==> config.mk <==
export PLATFORM = sky130hd
export DESIGN_NAME = ec11_decoder
export DESIGN_NICKNAME = d
export VERILOG_FILES = /design/src/rtl/ec11_decoder.sv
export SDC_FILE = /design/constraint.sdc
export NUM_CORES = 1
export LEC_CHECK = 0
export ABC_CLOCK_PERIOD_IN_PS = 3950
export CAP_MARGIN = 40
export CORE_UTILIZATION = 55
export DETAILED_ROUTE_END_ITERATION = 8
export PLACE_DENSITY = 0.76
export SLEW_MARGIN = 10
export SYNTH_ARGS = -nofsm -noshare
export SYNTH_HDL_FRONTEND = slang
export SYNTH_SLANG_ARGS = --single-unit
==> constraint.sdc <==
create_clock -name clk -period 3.95 [get_ports clk]
set_input_delay 0.79 -clock clk [delete_from_list [all_inputs] [get_ports clk]]
set_output_delay 0.79 -clock clk [all_outputs]
set_load 0.005 [all_outputs]
==> src/rtl/ec11_decoder.sv <==
// EC11 rotary encoder front-end: synchronizes A/B/switch pins, decodes whole
// detents into a wrapping position and emits a debounced load strobe per press.
module ec11_decoder #(
  parameter int WIDTH    = 8,
  parameter int DEBOUNCE = 16
) (
  input  logic             clk,
  input  logic             rst,
  input  logic             enc_a,
  input  logic             enc_b,
  input  logic             enc_sw,
  output logic [WIDTH-1:0] value,
  output logic             load,
  output logic             step,
  output logic             dir,
  output logic             err
);

  localparam logic [15:0] DB_LAST = 16'(DEBOUNCE - 1);

  logic [1:0]        a_sync;
  logic [1:0]        b_sync;
  logic [1:0]        sw_sync;
  logic [1:0]        ab;
  logic              sw;
  logic [1:0]        prev_ab;
  logic signed [3:0] acc;
  logic signed [3:0] acc_next;
  logic              cw;
  logic              ccw;
  logic              illegal;
  logic              commit;
  logic [15:0]       db_cnt;
  logic              btn_stable;
  logic              btn_prev;

  always_ff @(posedge clk or negedge rst) begin
    if (!rst) begin
      a_sync  <= 2'b11;
      b_sync  <= 2'b11;
      sw_sync <= 2'b11;
    end else begin
      a_sync  <= {a_sync[0], enc_a};
      b_sync  <= {b_sync[0], enc_b};
      sw_sync <= {sw_sync[0], enc_sw};
    end
  end

  assign ab = {a_sync[1], b_sync[1]};
  assign sw = sw_sync[1];

  // CW order is 11 -> 01 -> 00 -> 10 -> 11; an illegal jump leaves acc as-is
  always_comb begin
    cw      = 1'b0;
    ccw     = 1'b0;
    illegal = ((ab ^ prev_ab) == 2'b11);
    case ({prev_ab, ab})
      4'b11_01, 4'b01_00, 4'b00_10, 4'b10_11: cw  = 1'b1;
      4'b01_11, 4'b00_01, 4'b10_00, 4'b11_10: ccw = 1'b1;
      default: ;
    endcase
    acc_next = acc;
    if (cw)
      acc_next = acc + 4'sd1;
    else if (ccw)
      acc_next = acc - 4'sd1;
    commit = (ab != prev_ab) && (ab == 2'b11);
  end

  always_ff @(posedge clk or negedge rst) begin
    if (!rst) begin
      prev_ab <= 2'b11;
      acc     <= 4'sd0;
      value   <= '0;
      step    <= 1'b0;
      dir     <= 1'b0;
      err     <= 1'b0;
    end else begin
      prev_ab <= ab;
      err     <= illegal;
      step    <= 1'b0;
      if (commit) begin
        acc <= 4'sd0;
        if (acc_next == 4'sd4) begin
          value <= value + {{(WIDTH-1){1'b0}}, 1'b1};
          step  <= 1'b1;
          dir   <= 1'b1;
        end else if (acc_next == -4'sd4) begin
          value <= value - {{(WIDTH-1){1'b0}}, 1'b1};
          step  <= 1'b1;
          dir   <= 1'b0;
        end
      end else begin
        acc <= acc_next;
      end
    end
  end

  // A level is accepted after DEBOUNCE consecutive differing samples
  always_ff @(posedge clk or negedge rst) begin
    if (!rst) begin
      db_cnt     <= 16'd0;
      btn_stable <= 1'b1;
      btn_prev   <= 1'b1;
      load       <= 1'b0;
    end else begin
      btn_prev <= btn_stable;
      load     <= btn_prev & ~btn_stable;
      if (sw != btn_stable) begin
        if (db_cnt == DB_LAST) begin
          btn_stable <= sw;
          db_cnt     <= 16'd0;
        end else begin
          db_cnt <= db_cnt + 16'd1;
        end
      end else begin
        db_cnt <= 16'd0;
      end
    end
  end

endmodule

### Word level (Yosys, flattened, before mapping)

Index checks and enable logic that the tools add are counted.

| storage, ports and cells | value |
|---|---|
| register bits after elaboration | 42 |
| logic and storage cells | 56 |
| output and inout port bits | 12 |
| input port bits | 5 |

| cells by class | value |
|---|---|
| multiplexer cells | 14 |
| bitwise operators | 3 |
| add/sub/neg operators | 5 |
| reduce and logical (&&, ||, !) cells | 6 |
| equality and inequality tests | 15 |

Operators by type and width:

| cell | count |
|---|---|
| 16-bit 2-to-1 mux | 2 |
| 4-bit == test, second input constant | 5 |
| 16-bit by 1-bit adder with 16-bit output, second input constant | 1 |
| 16-bit by 4-bit == test with 1-bit output, second input constant | 1 |
| 8-bit 2-to-1 mux | 2 |
| 4-bit by 3-bit == test with 1-bit output, second input constant | 3 |
| 4-bit 2-to-1 mux | 3 |
| 8-bit by 1-bit adder with 8-bit output, second input constant | 1 |
| 4-bit OR reduction | 2 |
| 8-bit by 1-bit subtractor with 8-bit output, second input constant | 1 |
| 1-bit 2-to-1 mux | 7 |
| 4-bit by 2-bit adder with 4-bit output, second input constant | 1 |
| 2-bit == test, second input constant | 2 |
| 4-bit by 1-bit == test with 1-bit output, second input constant | 1 |
| 4-bit by 2-bit == test with 1-bit output, second input constant | 1 |
| 2-bit AND reduction | 2 |
| 4-bit by 2-bit subtractor with 4-bit output, second input constant | 1 |
| 2-bit inequality test | 1 |
| 2-bit nonzero test | 1 |
| 2-bit XOR | 1 |
| 1-bit bitwise AND | 1 |
| 1-bit logical AND | 1 |
| 1-bit inequality test | 1 |
| 1-bit inverter | 1 |

### Longest topological paths before layout

Gate-level depths: netlist (run 1).

| logic depth | value |
|---|---|
| depth after elaboration | 9 |
| gate-level depth with buffers | 13 |
| gate-level depth less buffers | 13 |

### Least setup slack after synthesis (run 1)

No wires, ideal clock.

| timing path | value |
|---|---|
| path kind | reg-to-reg |
| start point | register b_sync[1] |
| end point | register value[7] |
| path buffers | 0 |
| setup slack | 0.881 ns |
| period minus slack after synthesis | 3.069 ns |
| library setup time | 0.123 ns |
| data required time | 3.827 ns |
| cell stages (with the launch flop) | 13 |
| arrival | 2.946 ns |
| cell sequence | dfstp_2 xor2_1 mux2_2 mux2i_1 nor2_4 nand3_1 ha_1 a211oi_1 nor2_1 o32ai_1 xor2_1 nand4_1 xnor2_1 |

| between the ends | value |
|---|---|
| cells in the longest elaborated chain, start to end | 8 |
| elaborated cells between the ends (all ways) | 22 |
| those cells by class | eq/ne (12); mux (5); reduce/logical (5) |

Ends and longest elaborated chain:

| what | RTL line | text |
|---|---|---|
| start: declaration | 22 | `logic [1:0] b_sync;` |
| start signal: assignment | 44 | `b_sync <= {b_sync[0], enc_b};` |
| 4-bit by 3-bit == test with 1-bit output (tied with other cells) | 57 | `case ({prev_ab, ab})` |
| 4-bit OR reduction | 57 |  |
| 1-bit 2-to-1 mux | 57 |  |
| 4-bit 2-to-1 mux | 65 | `else if (ccw)` |
| 4-bit 2-to-1 mux | 63 | `if (cw)` |
| 4-bit == test or 4-bit by 3-bit == test with 1-bit output (tied branches) | 84, 88 |  |
| 2-bit nonzero test (no line) | -- |  |
| 2-bit AND reduction (no line) | -- |  |
| end signal: assignment | 85 | `value <= value + {{(WIDTH-1){1'b0}}, 1'b1};` |
| end signal: assignment | 89 | `value <= value - {{(WIDTH-1){1'b0}}, 1'b1};` |
| end: declaration | 12 | `output logic [WIDTH-1:0] value,` |

Parallel ways exist; a longest one is shown, timed or not.
A chain may end at the register's enable or synchronous reset.

### Worst setup path in the final report (run 1)

Ends and elaborated chain as after synthesis.

==> results of run 1 <==
-- state kept, by name, summed over array words and instances (netlist names) --
| register | cells |
|---|---|
| a_sync | 2 |
| acc | 4 |
| b_sync | 2 |
| btn_prev | 1 |
| btn_stable | 1 |
| db_cnt | 16 |
| dir | 1 |
| err | 1 |
| load | 1 |
| prev_ab | 2 |
| step | 1 |
| sw_sync | 2 |
| value | 8 |
-- power groups by stage --
stage	clock network [uW]	registers, uW	logic (uW)
floorplan	0	577	540
global placement	0	580	708
detailed placement	0	587	736
CTS	289	579	740
global route	304	590	825
finish	275	578	733
-- layout make-up --
class / instances / area [sq um] / area share, %
clock buffer: 5 / 68.8 / 2.86
clock inverter: 3 / 21.3 / 0.883
tap: 48 / 60.1 / 2.49
multi-input combinational: 129 / 987 / 41.0
timing repair buffer: 17 / 175 / 7.27
inverter: 9 / 33.8 / 1.40
sequential: 42 / 1060 / 44.1
-- per-layer routing --
layer	part of all wire (%)	wire, um
met5	0	0
met2	51	1750
met3	2.4	84
met4	1.5	52
met1	45	1580
-- how the worst min path moves through the flow --
stage | to | start | cells past startpoint | slack (ns)
2_1_floorplan | a_sync[1] | a_sync[0] | 0 | 0.35
3_3_place_gp | a_sync[1] | a_sync[0] | 0 | 0.35
3_5_place_dp | b_sync[1] | b_sync[0] | 0 | 0.35
4_1_cts | b_sync[1] | b_sync[0] | 0 | 0.36
5_1_grt | sw_sync[1] | sw_sync[0] | 0 | 0.37
6_report | b_sync[1] | b_sync[0] | 0 | 0.36
-- placed cells by master (no fill, tap or decap), types with 6 or more instances in the layout --
cell type	n
nand3_1	6
xor2_1	9
inv_1	8
ha_1	9
dfrtp_1	32
xnor2_1	19
clkdlybuf4s50_1	15
nor2_1	23
dfstp_2	10
mux2_4	7
-- synth_stat cells, types with 4 or more instances --
cell type	n	area (sq um)
a21oi_1	5	25.0
and3_1	4	25.0
dfrtp_1	32	801
dfstp_2	10	263
ha_1	9	113
inv_1	8	30.0
mux2_4	7	105
nand2_1	4	15.0
nand3_1	6	30.0
nand4_1	5	31.3
nor2_1	23	86.3
or3_1	5	31.3
xnor2_1	19	166
xor2_1	9	78.8
-- worst max-delay path: stages, from the launching register on --
cell and delay [ns]:
dfstp_2 0.59, xor2_1 0.29, and3_1 0.21, a31oi_1 0.07
xnor2_2 0.29, nand3_1 0.34, ha_1 0.40, a211oi_1 0.25
nor2_1 0.12, o32ai_1 0.35, xor2_1 0.17, nand4_1 0.12
xnor2_1 0.16
-- cells by family (layout without fill, tap and decap cells) --
family	Yosys count	in the layout	share of synthesized area (%)
DFF	42	42	50.9
adders and majority gates	10	10	6.35
AOI/OAI and AO/OA	20	20	6.23
and+or+nand+nor	59	59	15.1
muxes	11	11	7.07
buffers and inverters	10	34	1.80
xor gates and xnor gates	29	29	12.5
-- through the flow --
| step | worst slack (ns) | instance area [sq um] | power [uW] | cells |
|---|---|---|---|---|
| 5_1_grt | 0.240 | 2410 | 1720 | 253 |
| 4_1_cts | 0.496 | 2410 | 1610 | 253 |
| 2_1_floorplan | 0.881 | 2090 | 1120 | 181 |
| 3_3_place_gp | 0.641 | 2300 | 1290 | 244 |
| 6_report | 0.478 | 2410 | 1590 | 253 |
| 3_5_place_dp | 0.512 | 2320 | 1320 | 245 |
==> flow_metrics.py, run 1 <==
metrics = {
    "clock_tree": {
        "cts-resized-gates": 0,
        "cts.path.max_buffers": 2,
        "clkLatencyLatePin_ns": 0.29,
        "tritoncts.num_buffers": 5,
        "tritoncts": "built",
        "ctsRootBufferMaster": "clkbuf_8",
        "clk_pin_slew_worst_paths_ns": 0.08,
        "cts_num_sinks": 42,
        "cts.repair_timing.setup_buffer_count": 0,
        "cts-htree-levels": 2,
        "postCtsHoldBufs": 0,
    },
    "logic_synthesis": {
        "netlist_instances": 181,
        "syn_avg_cell_area_sq_um": 11.5,
        "postSynth.asyncResetShare_pct": 100,
        "synth.cell_area_sq_mm": 0.00209,
        "synthesized_net_count": 196,
        "synth_enable_flop_cells": 0,
        "yosys_register_bits": 42,
        "synth_warnings": 0,
        "synth_ff_type": "dfrtp_1",
        "yosys.cell_types.count": 35,
        "synth-seq-area-share_pct": 50.9,
    },
    "power": {
        "vdd_ir_drop_max_v": 0.000324,
        "power_report.internal_total_uw": 1040,
        "clockPowerShare_pct": 17.3,
        "power.static_leakage_uw": 0.00105,
        "power_density_mw_per_mm2": 658,
        "seqPwrFrac_pct": 36.4,
        "switching_power_share_of_the_total_pct": 34.7,
        "switching_power_uw": 549,
        "power.share.combinational_pct": 46.2,
    },
    "floorplan": {
        "boundaryPins": 17,
        "placeableCoreArea_sq_mm": 0.00366,
        "dieArea_sq_mm": 0.00405,
        "floorplan.die.width_um": 63.6,
        "fp-row-count": 22,
        "floorplan.initialDensity_pct": 57.0,
        "die_height_um": 63.6,
    },
    "detailed_routing": {
        "total_wirelength_um": 3470,
        "num_vias": 1366,
        "routed_wire_length_per_instance_um": 13.7,
        "drc_errors": 0,
        "first_drt_iteration_drcs": 49,
        "drt-pass1-iter-count": 4,
        "drtAntennaViolNets": 0,
        "post_dr_vias_cell": 5.40,
    },
    "placement": {
        "gp_congestion": 0.851,
        "port_buffers": 16,
        "placed_wire_length_estimate_after_detailed_placement_um": 2500,
    },
    "sta": {
        "setup_viol": 0,
        "slew_viol_final": 0,
        "timing.fmax_mhz": 288,
        "worst_slew_margin_rel_pct": 56.6,
        "setup_tns_ns": 0,
        "fin_crit_ns": 3.47,
        "whs_ns": 0.360,
        "grt_setup_unrepaired": "false",
        "fin_skew_ns": 0.00567,
        "post-route-period-util_pct": 87.9,
        "tightest_slew_ns": 0.650,
        "hold_viol_final": 0,
    },
    "global_route": {
        "grt_busiest_layer": "met2",
        "gr-usage-all-layers_pct": 20.0,
        "antenna_found_initial": 0,
        "largest_net_degree_at_the_start_of_global_routing": 30,
        "globalRouteOverflowTotal": 0,
        "grt_first_pass_wirelength_um": 6150,
        "grt_use_met3_pct": 5.43,
        "met1_usage_pct": 24.3,
        "first_global_vias": 1384,
        "groute.layer.met2.usage_pct": 33.1,
    },
    "worst_setup_path": {
        "critPathArrivalTime_ns": 3.66,
        "worstReg2RegEnd": "value[7]",
        "critical_path_class": "flop to flop",
        "crit_path_end": "value[7]",
        "cp-startpoint": "b_sync[1]",
        "setup.worst_path.end_class": "flop",
        "critical_path.max_fanout": 7,
        "critical_path.startpoint_type": "flop",
        "worst-r2r-cell-count": 12,
        "r2r_setup_slack_ns": 0.48,
        "worst-endpoint-required_ns": 4.14,
        "r2r-start": "b_sync[1]",
    },
    "flow_run": {
        "maxCapViolations": 0,
    },
    "finish": {
        "postLayoutCoreUtil_pct": 65.8,
        "post_route_cells_drive_above_1_share_pct": 16.6,
        "fin_nets": 219,
        "insertedDiodeCount": 0,
        "fillCellCount": 278,
        "area_growth_pct": 15.4,
    },
    "min_path": {
        "hp_class": "flop to flop",
    },
    "run_status": {
        "outcome": "completed",
    },
}
No activity file was read; power rests on OpenSTA's default activity.
==> run 2, diff against run 1 <==
--- a/config.mk
+++ b/config.mk
@@ -6,7 +6,6 @@
 export NUM_CORES = 1
 export LEC_CHECK = 0
 export ABC_CLOCK_PERIOD_IN_PS = 3950
-export CAP_MARGIN = 40
 export CORE_UTILIZATION = 55
 export DETAILED_ROUTE_END_ITERATION = 8
 export PLACE_DENSITY = 0.76
==> run 2 against run 1 <==
Compared with the run above: cell count fell by 0.40%; critical path depth did not move; clock skew rose by 0.0036 ns; register-to-register slack improved by 0.06 ns; global-route usage fell by 0.17 points; largest power group unchanged; highest routed layer unchanged.
==> flow_metrics.py, run 2 (same netlist as run 1, synthesis figures left out) <==
metrics = {
    "clock_tree": {
        "tritoncts": "built",
        "postCtsHoldBufs": 0,
        "cts-htree-levels": 2,
        "ctsRootBufferMaster": "clkbuf_8",
        "clk_pin_slew_worst_paths_ns": 0.08,
        "cts_num_sinks": 42,
        "cts-resized-gates": 0,
        "cts.repair_timing.setup_buffer_count": 0,
        "tritoncts.num_buffers": 5,
        "cts.path.max_buffers": 2,
        "clkLatencyLatePin_ns": 0.29,
    },
    "sta": {
        "worst_path_setup_slack_after_routing_ns": 0.536,
        "fin_crit_ns": 3.41,
        "hold_viol_final": 0,
        "worst_slew_margin_rel_pct": 40.8,
        "post-route-period-util_pct": 86.4,
        "setup_tns_ns": 0,
        "timing.fmax_mhz": 293,
        "slew_viol_final": 0,
        "fin_skew_ns": 0.00930,
        "tightest_slew_ns": 0.887,
        "setup_viol": 0,
        "grt_setup_unrepaired": "false",
    },
    "power": {
        "power.static_leakage_uw": 0.00106,
        "switching_power_share_of_the_total_pct": 32.2,
        "vdd_ir_drop_max_v": 0.000357,
        "power_report.internal_total_uw": 1120,
        "seqPwrFrac_pct": 35.0,
        "clockPowerShare_pct": 21.0,
        "power_density_mw_per_mm2": 681,
        "switching_power_uw": 530,
        "power.share.combinational_pct": 44.0,
    },
    "floorplan": {
        "floorplan.die.width_um": 63.6,
        "boundaryPins": 17,
        "die_height_um": 63.6,
        "fp-row-count": 22,
        "dieArea_sq_mm": 0.00405,
        "placeableCoreArea_sq_mm": 0.00366,
        "floorplan.initialDensity_pct": 57.0,
    },
    "detailed_routing": {
        "post_dr_vias_cell": 5.29,
        "drt-pass1-iter-count": 4,
        "drtAntennaViolNets": 0,
        "routed_wire_length_per_instance_um": 13.3,
        "total_wirelength_um": 3350,
        "num_vias": 1332,
        "first_drt_iteration_drcs": 62,
        "drc_errors": 0,
    },
    "finish": {
        "insertedDiodeCount": 0,
        "post_route_cells_drive_above_1_share_pct": 15.7,
        "most-common-layout-cells": "dfrtp_1, nor2_1, xnor2_1",
        "layout.cells.most_common": "dfrtp_1",
        "finalInstanceArea_sq_mm": 0.00242,
        "reg_top3": "db_cnt (16), value (8), acc (4)",
        "area_growth_pct": 15.7,
        "fin_nets": 218,
        "registers.top_by_ff_count": "db_cnt",
        "final_cell_count_no_fill": 252,
        "largest_register_ffs": 16,
        "fillCellCount": 282,
    },
    "placement": {
        "placedCellCount": 244,
        "dpl_cell_area_sq_mm": 0.00230,
        "gp_congestion": 0.851,
        "placed_wire_length_estimate_after_detailed_placement_um": 2400,
        "port_buffers": 16,
        "place_worst_setup_slack_ns": 0.533,
    },
    "global_route": {
        "globalRouteOverflowTotal": 0,
        "grt_first_pass_wirelength_um": 6100,
        "gr-usage-all-layers_pct": 19.9,
        "antenna_found_initial": 0,
        "largest_net_degree_at_the_start_of_global_routing": 43,
        "first_global_vias": 1373,
    },
    "worst_setup_path": {
        "critical_path.max_fanout": 7,
        "critical_path.startpoint_type": "flop",
        "critPathArrivalTime_ns": 3.59,
        "setup.worst_path.end_class": "flop",
        "critical_path_class": "flop to flop",
        "worst-endpoint-required_ns": 4.13,
    },
    "run_status": {
        "outcome": "completed",
    },
    "min_path": {
        "hp_class": "flop to flop",
    },
    "flow_run": {
        "maxCapViolations": 0,
    },
}
==> run 2: metrics by stage <==
stage	hold WS [ns]	power (uW)	util, %
after global routing	0.366	1780	66.0
after global placement	0.346	1290	62.8
final	0.360	1650	66.0
after detailed placement	0.348	1320	62.8
after floorplan	0.345	1120	-
after CTS	0.359	1660	66.0
==> run 2: path summary, 6_finish.rpt <==
kind | slack, ns | depth (start not counted) | endpoint | from
min in group asynchronous | 0.62 | 1 | value[1] | rst
max | 0.54 | 12 | value[7] | b_sync[1]
min | 0.36 | 0 | b_sync[1] | b_sync[0]
max in group asynchronous | 2.77 | 1 | db_cnt[7] | rst
min reg2reg | 0.36 | 0 | b_sync[1] | b_sync[0]
max reg2reg | 0.54 | 12 | value[7] | b_sync[1]
==> run 2: worst max-delay path: stages, from the launching register on <==
cell	delay [ns]
dfstp_2	0.59
xor2_1	0.28
and3_1	0.21
a31oi_1	0.06
xnor2_2	0.29
nand3_1	0.33
ha_1	0.40
a211oi_1	0.23
nor2_1	0.12
o32ai_1	0.34
xor2_1	0.17
nand4_1	0.13
xnor2_1	0.16
==> run 2: power by group through the flow <==
stage | sequential, uW | combinational [uW] | clock, uW
3_5_place_dp | 586 | 730 | 0
4_1_cts | 578 | 733 | 354
2_1_floorplan | 577 | 540 | 0
6_report | 576 | 724 | 345
3_3_place_gp | 580 | 708 | 0
5_1_grt | 589 | 820 | 374
==> run 2: layer usage <==
metal	global-route usage (%)	wire length, um	vias up
li1	-	-	670
met1	24.0	1530	638
met4	8.24	54	0
met2	32.8	1680	18
met3	5.98	90	6
met5	0	0	-
==> run 2: final cells by class <==
| class | instances | area (sq um) | area share (%) |
|---|---|---|---|
| flip-flops and latches | 42 | 1060 | 44.0 |
| clock buffers | 7 | 86.3 | 3.57 |
| multi-input cells | 129 | 987 | 40.9 |
| well taps | 48 | 60.1 | 2.49 |
| repair buffers | 16 | 155 | 6.42 |
| inverters | 9 | 33.8 | 1.40 |
| clock inverters | 1 | 30.0 | 1.24 |
==> run 3, diff against run 2 <==
--- a/config.mk
+++ b/config.mk
@@ -6,9 +6,11 @@
 export NUM_CORES = 1
 export LEC_CHECK = 0
 export ABC_CLOCK_PERIOD_IN_PS = 3950
+export CORE_MARGIN = 2
 export CORE_UTILIZATION = 55
 export DETAILED_ROUTE_END_ITERATION = 8
 export PLACE_DENSITY = 0.76
+export REMOVE_ABC_BUFFERS = 1
 export SLEW_MARGIN = 10
 export SYNTH_ARGS = -nofsm -noshare
 export SYNTH_HDL_FRONTEND = slang
==> run 3 against run 2 <==
Compared with the run above: global-route usage fell by 0.83 points; die area rose by 6.4%; sequential power barely moved; first-iteration DRC count fell by 40%; clock skew fell by 0.0021 ns.
==> flow_metrics.py, run 3 (same netlist as run 1, synthesis figures left out) <==
metrics = {
    "placement": {
        "gp_congestion": 0.792,
        "placedCellCount": 244,
        "port_buffers": 16,
        "dpl_cell_area_sq_mm": 0.00230,
        "placed_wire_length_estimate_after_detailed_placement_um": 2540,
    },
    "sta": {
        "tightest_slew_ns": 0.890,
        "slew_viol_final": 0,
        "fin_skew_ns": 0.00716,
        "grt_setup_unrepaired": "false",
        "setup_viol": 0,
        "timing.fmax_mhz": 296,
        "whs_ns": 0.352,
        "setup_tns_ns": 0,
        "fin_crit_ns": 3.37,
        "post-route-period-util_pct": 85.4,
        "worst_slew_margin_rel_pct": 40.7,
        "hold_viol_final": 0,
    },
    "finish": {
        "finalInstanceArea_sq_mm": 0.00239,
        "layout.cells.most_common": "dfrtp_1",
        "reg_top3": "db_cnt (16), value (8), acc (4)",
        "largest_register_ffs": 16,
        "fin_nets": 218,
        "post_route_cells_drive_above_1_share_pct": 16.2,
        "area_growth_pct": 14.4,
        "registers.top_by_ff_count": "db_cnt",
        "final_cell_count_no_fill": 252,
        "most-common-layout-cells": "dfrtp_1, nor2_1, xnor2_1",
        "insertedDiodeCount": 0,
    },
    "clock_tree": {
        "clkLatencyLatePin_ns": 0.29,
        "clk_pin_slew_worst_paths_ns": 0.08,
        "tritoncts": "built",
        "cts-resized-gates": 0,
        "cts.repair_timing.setup_buffer_count": 0,
        "cts_num_sinks": 42,
        "cts.path.max_buffers": 2,
        "tritoncts.num_buffers": 5,
        "cts-htree-levels": 2,
        "ctsRootBufferMaster": "clkbuf_8",
        "postCtsHoldBufs": 0,
    },
    "detailed_routing": {
        "total_wirelength_um": 3450,
        "first_drt_iteration_drcs": 37,
        "post_dr_vias_cell": 5.44,
        "routed_wire_length_per_instance_um": 13.7,
        "drtAntennaViolNets": 0,
        "drt-pass1-iter-count": 4,
        "num_vias": 1370,
        "drc_errors": 0,
    },
    "min_path": {
        "end_point_of_the_worst_hold_path": "a_sync[1]",
        "worstHoldPathCells": 0,
        "hp_class": "flop to flop",
        "worst_hold_startpoint": "a_sync[0]",
    },
    "power": {
        "seqPwrFrac_pct": 36.2,
        "power_report.internal_total_uw": 1030,
        "power_density_mw_per_mm2": 667,
        "power.static_leakage_uw": 0.00104,
        "vdd_ir_drop_max_v": 0.000362,
        "clockPowerShare_pct": 17.3,
        "switching_power_uw": 560,
        "power.share.combinational_pct": 46.5,
        "switching_power_share_of_the_total_pct": 35.1,
    },
    "worst_setup_path": {
        "worst-endpoint-required_ns": 4.14,
        "r2r_setup_slack_ns": 0.58,
        "r2r-start": "b_sync[1]",
        "slowest_stage": "dfstp_2",
        "worstReg2RegEnd": "value[7]",
        "crit_path_cell_trace": "xor2_1 -> mux2_2 -> mux2i_1 -> nor2_4 -> nand3_1 -> ha_1 -> a211oi_1 -> nor2_1 -> o32ai_1 -> xor2_1 -> nand4_1 -> xnor2_1",
        "critical-path-max-stage-delay_ns": 0.59,
        "critical_path.most_common_cell": "xor2_1",
        "setup.worst_path.end_class": "flop",
        "critical_path.n_buffers_inverters": 0,
        "critical_path.startpoint_type": "flop",
        "critPathArrivalTime_ns": 3.56,
        "cp_num_cells": 12,
        "critPathTopFamily": "multiplexers",
        "critical_path.max_fanout": 7,
        "critical_path_class": "flop to flop",
        "worst-r2r-cell-count": 12,
    },
    "floorplan": {
        "placeableCoreArea_sq_mm": 0.00366,
        "die_height_um": 65.6,
        "dieArea_sq_mm": 0.00431,
        "fp-row-count": 22,
        "boundaryPins": 17,
        "floorplan.initialDensity_pct": 57.0,
        "floorplan.die.width_um": 65.6,
    },
    "flow_run": {
        "maxCapViolations": 0,
    },
    "global_route": {
        "gr-usage-all-layers_pct": 19.0,
        "first_global_vias": 1378,
        "globalRouteOverflowTotal": 0,
        "grt_first_pass_wirelength_um": 6130,
        "antenna_found_initial": 0,
        "largest_net_degree_at_the_start_of_global_routing": 43,
    },
    "run_status": {
        "outcome": "completed",
    },
}
[run 3: cell count changes in the layout (fill, tap and decap cells not counted)]
cell        before  now
clkbuf_1         1    0
clkinv_2         0    1
clkbuf_8         6    5
bufinv_16        1    0
clkinv_4         0    1
clkinvlp_4       0    1
[run 3: metrics by stage]
step	setup slack [ns]	total power, uW	util [%]
2_1_floorplan	0.881	1120	-
3_3_place_gp	0.641	1290	62.8
3_5_place_dp	0.563	1330	62.8
4_1_cts	0.547	1610	65.3
5_1_grt	0.185	1720	65.3
6_report	0.577	1590	65.3
[run 3: worst max-delay path by stage]
stage | startpoint | end | slack [ns]
after floorplan | b_sync[1] | value[7] | 0.88
after global placement | b_sync[1] | value[7] | 0.64
after detailed placement | b_sync[1] | value[7] | 0.56
after CTS | b_sync[1] | value[7] | 0.55
after global routing | b_sync[1] | value[7] | 0.19
final | b_sync[1] | value[7] | 0.58
[run 3: power by group through the flow]
stage | Clock (uW) | Sequential (uW) | Combinational (uW)
global placement | 0 | 580 | 709
detailed placement | 0 | 588 | 740
floorplan | 0 | 577 | 540
CTS | 288 | 579 | 746
global route | 308 | 590 | 825
finish | 276 | 578 | 741
[run 3: layout make-up]
type | count | area (sq um)
Inverter | 9 | 33.8
Fill cell | 295 | 1270
Timing Repair Buffer | 16 | 155
Clock inverter | 3 | 21.3
Tap cell | 48 | 60.1
Multi-Input combinational cell | 129 | 987
Sequential cell | 42 | 1060
Clock buffer | 5 | 68.8
[run 3: metal layers]
| layer | vias up | share of wire [%] | global-route usage [%] | wire, um |
|---|---|---|---|---|
| li1 | 669 | - | - | - |
| met5 | - | 0 | 0 | 0 |
| met3 | 7 | 1.8 | 5.14 | 62 |
| met2 | 11 | 55 | 33.1 | 1890 |
| met1 | 683 | 41 | 21.7 | 1430 |
| met4 | 0 | 2.1 | 8.59 | 74 |
[run 3: worst register-to-register path: cells and delay by family (launching register included)]
family | cells | cell delay [ns]
multiplexers | 2 | 0.63
AND/OR/NAND/NOR | 4 | 0.57
flip-flops | 1 | 0.59
adder cells (fa/ha/maj) | 1 | 0.32
XOR/XNOR | 3 | 0.60
AO/OA/AOI/OAI | 2 | 0.57
